--- config.mk ---
export PLATFORM = sky130hd
export DESIGN_NAME = cic_comp_fir
export DESIGN_NICKNAME = d
export VERILOG_FILES = /design/src/rtl/cic_comp_fir.sv
export SDC_FILE = /design/constraint.sdc
export NUM_CORES = 2
export LEC_CHECK = 0
export CORE_MARGIN = 1
export CORE_UTILIZATION = 45
export DETAILED_ROUTE_END_ITERATION = 10
export GPL_ROUTABILITY_DRIVEN = 0
export GPL_TIMING_DRIVEN = 0
export SYNTH_ARGS = -nofsm -noshare
export SYNTH_HDL_FRONTEND = slang
export SYNTH_SLANG_ARGS = --single-unit
--- constraint.sdc ---
create_clock -name clk -period 18.6 [get_ports clk]
set_input_delay 2.79 -clock clk [delete_from_list [all_inputs] [get_ports clk]]
set_output_delay 2.79 -clock clk [all_outputs]
set_load 0.005 [all_outputs]
--- src/rtl/cic_comp_fir.sv ---
// Serial-MAC CIC droop-compensation FIR. Latency is TAPS+2 clocks from input strobe to output strobe.
// There is no backpressure: a strobe while busy is dropped and sets overrun. CIC_COMP_SAT_EN selects saturating output.
module cic_comp_fir #(
  parameter int width_H = 5,
  parameter int width_W = 20,
  parameter int TAPS    = 16,
  parameter int COEF_W  = 18,
  parameter int SHIFT   = 14,
  parameter int OUT_W   = 16
) (
  input  logic                            clk,
  input  logic                            rst,
  input  logic                            data_i_en,
  input  logic [width_H+width_W-1:0]      data_i,
  input  logic                            coef_we,
  input  logic [$clog2(TAPS)-1:0]         coef_addr,
  input  logic [COEF_W-1:0]               coef_data,
  input  logic                            clr_ovr,
  output logic                            busy,
  output logic                            overrun,
  output logic                            data_o_en,
  output logic signed [OUT_W-1:0]         data_o
);

  localparam int IN_W   = width_H + width_W;
  localparam int AW     = $clog2(TAPS);
  localparam int PROD_W = IN_W + COEF_W;
  localparam int ACC_W  = PROD_W + AW;

  localparam logic signed [COEF_W-1:0] UNITY = COEF_W'(1) << SHIFT;
  localparam logic signed [ACC_W-1:0]  HALF  = ACC_W'(1) << (SHIFT - 1);
  localparam logic signed [ACC_W-1:0]  MAX_V = (ACC_W'(1) << (OUT_W - 1)) - ACC_W'(1);
  localparam logic signed [ACC_W-1:0]  MIN_V = ~MAX_V;
  localparam logic [AW-1:0]            LAST  = AW'(TAPS - 1);

  typedef enum logic [1:0] {S_IDLE, S_MAC, S_ROUND, S_OUT} state_t;

  state_t                    state;
  logic signed [IN_W-1:0]    hist [TAPS];
  logic signed [COEF_W-1:0]  coef [TAPS];
  logic [AW-1:0]             wr_ptr;
  logic [AW-1:0]             k;
  logic signed [ACC_W-1:0]   acc;
  logic signed [OUT_W-1:0]   r_lim;

  // wr_ptr already points one past the newest sample, so x[n-k] lives at wr_ptr-1-k
  logic [AW-1:0]             rd_idx;
  logic signed [IN_W-1:0]    x_rd;
  logic signed [COEF_W-1:0]  c_rd;
  logic signed [PROD_W-1:0]  x_ext;
  logic signed [PROD_W-1:0]  c_ext;
  logic signed [PROD_W-1:0]  prod;
  logic signed [ACC_W-1:0]   prod_ext;
  logic signed [ACC_W-1:0]   r;
  logic signed [OUT_W-1:0]   lim;

  assign rd_idx   = wr_ptr - AW'(1) - k;
  assign x_rd     = hist[rd_idx];
  assign c_rd     = coef[k];
  assign x_ext    = {{(PROD_W-IN_W){x_rd[IN_W-1]}}, x_rd};
  assign c_ext    = {{(PROD_W-COEF_W){c_rd[COEF_W-1]}}, c_rd};
  assign prod     = x_ext * c_ext;
  assign prod_ext = {{(ACC_W-PROD_W){prod[PROD_W-1]}}, prod};
  assign r        = (acc + HALF) >>> SHIFT;

  always_comb begin
`ifdef CIC_COMP_SAT_EN
    if (r > MAX_V)
      lim = MAX_V[OUT_W-1:0];
    else if (r < MIN_V)
      lim = MIN_V[OUT_W-1:0];
    else
      lim = r[OUT_W-1:0];
`else
    lim = OUT_W'(r);
`endif
  end

  assign busy = (state != S_IDLE);

  always_ff @(posedge clk or negedge rst) begin
    if (!rst) begin
      state     <= S_IDLE;
      wr_ptr    <= '0;
      k         <= '0;
      acc       <= '0;
      r_lim     <= '0;
      data_o    <= '0;
      data_o_en <= 1'b0;
      overrun   <= 1'b0;
      for (int i = 0; i < TAPS; i++) begin
        hist[i] <= '0;
        coef[i] <= (i == 0) ? UNITY : '0;
      end
    end else begin
      data_o_en <= 1'b0;

      // a drop in the same cycle as clr_ovr keeps the flag set
      if (data_i_en && state != S_IDLE)
        overrun <= 1'b1;
      else if (clr_ovr)
        overrun <= 1'b0;

      case (state)
        S_IDLE: begin
          if (coef_we)
            coef[coef_addr] <= coef_data;
          if (data_i_en) begin
            hist[wr_ptr] <= data_i;
            wr_ptr       <= wr_ptr + AW'(1);
            acc          <= '0;
            k            <= '0;
            state        <= S_MAC;
          end
        end
        S_MAC: begin
          acc <= acc + prod_ext;
          k   <= k + AW'(1);
          if (k == LAST)
            state <= S_ROUND;
        end
        S_ROUND: begin
          r_lim <= lim;
          state <= S_OUT;
        end
        S_OUT: begin
          data_o    <= r_lim;
          data_o_en <= 1'b1;
          state     <= S_IDLE;
        end
        default: state <= S_IDLE;
      endcase
    end
  end

endmodule

==> flow_metrics.env <==
export IMPL_status="complete, no violations"
export IMPL_cts_repair_resized=0
export IMPL_synth_xor_area_share_pct=1.44
export IMPL_synth_cells=3620
export IMPL_drtPass1Iterations=5
export IMPL_r2r_cells=39
export IMPL_path_max_fanout=10
export IMPL_slew_headroom_pct=2.12
export IMPL_cp_slowest_cell="o21ai_1"
export IMPL_area_delta_synth_final_pct=12.3
export IMPL_rows=117
export IMPL_drtIter0Drc=1928
export IMPL_layout_commonest_cell="dfrtp_1"
export IMPL_synth_area_um2=46500
export IMPL_ant_nets=0
export IMPL_clkTransAtPathRegs_ns=0.06
export IMPL_drv_cap=0
export IMPL_synth_compound_area_share_pct=2.12
export IMPL_crit_path_frequent_cell="fa_1"
export IMPL_endpoint_kind="flip-flop"
export IMPL_viasPerCell=5.47
export IMPL_layout_min_cycle_time_ns=12.53
export IMPL_setup_viol=0
export IMPL_overflow=0
export IMPL_ys_ff_latch=762
export IMPL_placed_cells=5067
export IMPL_r2r_end="acc[29]"
export IMPL_hold_viol_final=0
export IMPL_htreeDepth=3
export IMPL_rsz0062_at_grt="false"
export IMPL_cts_hold_buf=0
export IMPL_seq_area_frac_synth_pct=41.0
export IMPL_syn_area_per_cell_um2=12.8
export IMPL_diodes=0
export IMPL_synth_adder_area_share_pct=17.1
export IMPL_yosysUniqueCellTypes=59
export IMPL_cts_tree="yes"
export IMPL_synthSimpleGateAreaFrac_pct=6.76
export IMPL_clock_path_buffers=3
export IMPL_critPathRequiredTime_ns=19.15
export IMPL_cts_sinks=762
export IMPL_fp_dieW_um=323
export IMPL_layout_drive_gt1_share_pct=29.0
export IMPL_holdPathStages=2
export IMPL_drcViolationCount=0
export IMPL_post_cts_buffers=0
export IMPL_grt_pass1_wl_mm=189
export IMPL_worst_pin_slew_ns=1.46
export IMPL_synthMuxAreaShare_pct=26.5
export IMPL_nFillCells=8898
export IMPL_synthArstFlopShare_pct=100
export IMPL_fmax_mhz=79.8
export IMPL_wl_mm=121
export IMPL_cp_arrival_ns=13.08
export IMPL_boundaryPins=71
export IMPL_antenna_found_initial=1
export IMPL_slowest_delay_ns=0.97
export IMPL_portBuffers=68
export IMPL_tns_ns=0
export IMPL_top_usage_layer="met2"
export IMPL_r2r_slack_ns=6.07
export IMPL_vias=28618
export IMPL_grt_util_met2_pct=39.1
export IMPL_period_share_pct=67.4
export IMPL_grt_pass1_vias=30603
export IMPL_synth_edf_count=0
export IMPL_min_to="acc[5]"
export IMPL_synth_nets=4110
export IMPL_r2r_start="k[0]"
export IMPL_clk_latency_ns=0.67
export IMPL_startpoint_type="flip-flop"
export IMPL_cts_root_buffer="clkbuf_16"
export IMPL_grt_max_degree=115
export IMPL_fin_worst_skew_ns=0.0320
export IMPL_stdcell_count=5228
export IMPL_use_met1_pct=33.8
export IMPL_synth_ff_type="dfrtp_1"
export IMPL_maxSlewViolCount=0
export IMPL_die_area_um2=105000
export IMPL_die_height_um=323
export IMPL_cts_buffers=88
export IMPL_wire_per_inst_um=23.2
export IMPL_critPathKind="flip-flop to flip-flop"
export IMPL_holdCritStartpoint="acc[5]"
export IMPL_globalRouteMet3Util_pct=3.24
export IMPL_synth_top_family_by_area="multiplexers"
export IMPL_hold_path_class="flip-flop to flip-flop"
export IMPL_nets=4279
export IMPL_hpwlAfterDp_mm=86.3
export IMPL_yosysWarnings=0
export IMPL_start_util_pct=45.6
export IMPL_mostFrequentLayoutCells="dfrtp_1 (761), mux2_2 (712), inv_1 (378), fa_1 (327), nand2_1 (261)"
export IMPL_core_um2=102000
export IMPL_whs_ns=0.492
export IMPL_gr_usage_all_layers_pct=24.2
==> worst max path at each step <==
stage               from  endpoint  slack [ns]
finish              k[0]   acc[29]        6.07
CTS                 k[0]   acc[29]        6.00
global placement     rst   acc[13]      -21.04
floorplan           k[0]   acc[22]        8.93
detailed placement  k[0]   acc[29]        6.04
global route        k[0]   acc[29]        5.50
==> Yosys cell counts, drive strengths merged (50+ instances only) <==
library cell	number	area, µm²
dfrtp	761	19000
mux4	176	3960
fa	327	6550
clkbuf	163	612
xnor2	51	462
inv	379	1420
nand2b	73	457
nand2	262	986
buf	50	333
mux2	712	8020
nor2b	74	463
ha	111	1390
nor2	173	649
==> cell families after synthesis <==
logic type | Yosys count
DFF | 762
xor gates and xnor gates | 71
AOI/OAI and AO/OA | 152
and+or+nand+nor | 684
muxes | 920
adders and majority gates | 438
buffers and inverters | 593
==> sequential cells by signal, summed over array words and instances, names as in the netlist <==
signal     count
data_o_en      1
overrun        1
wr_ptr         4
k              4
data_o        16
acc           30
hist         400
coef         288
r_lim         16
state          2
==> worst max-delay path, delay by kind of cell (launching register included) <==
kind,cells,cell delay (ns)
flops,1,0.45
buf+inv,14,3.49
xor+xnor,1,0.45
fa+ha+maj,10,4.17
compound gates,7,2.46
simple gates,6,0.92
mux,1,0.42
==> final cells by class <==
| class | instances | area [µm²] | share of cell area [%] |
|---|---|---|---|
| multi-input combinational | 2265 | 25100 | 48.0 |
| sequential | 762 | 19100 | 36.5 |
| clock buffer | 129 | 2590 | 4.96 |
| tap | 1368 | 1710 | 3.28 |
| inverter | 380 | 1430 | 2.73 |
| buffer | 213 | 945 | 1.81 |
| timing repair buffer | 79 | 920 | 1.76 |
| clock inverter | 32 | 488 | 0.934 |
==> layer usage <==
metal | up-vias | share of wire [%] | routed length, µm
met3 | 189 | 4.8 | 5820
met5 | - | 0 | 0
li1 | 12534 | - | -
met1 | 15220 | 44 | 53700
met4 | 0 | 3.1 | 3800
met2 | 675 | 48 | 58000
==> through the flow <==
step                      util [%]  worst slack (ns)  cell area, µm²
after detailed placement      48.2              6.04           49100
after CTS                     51.2              6.00           52200
after floorplan                  -              8.93           46500
after global placement        47.9            -21.04           48900
final                         51.2              6.07           52200
after global routing          51.2              5.50           52200
Power is left out: the tool's default activity adds up to more than one toggle a clock period on the data nets, which glitch-free logic cannot reach.
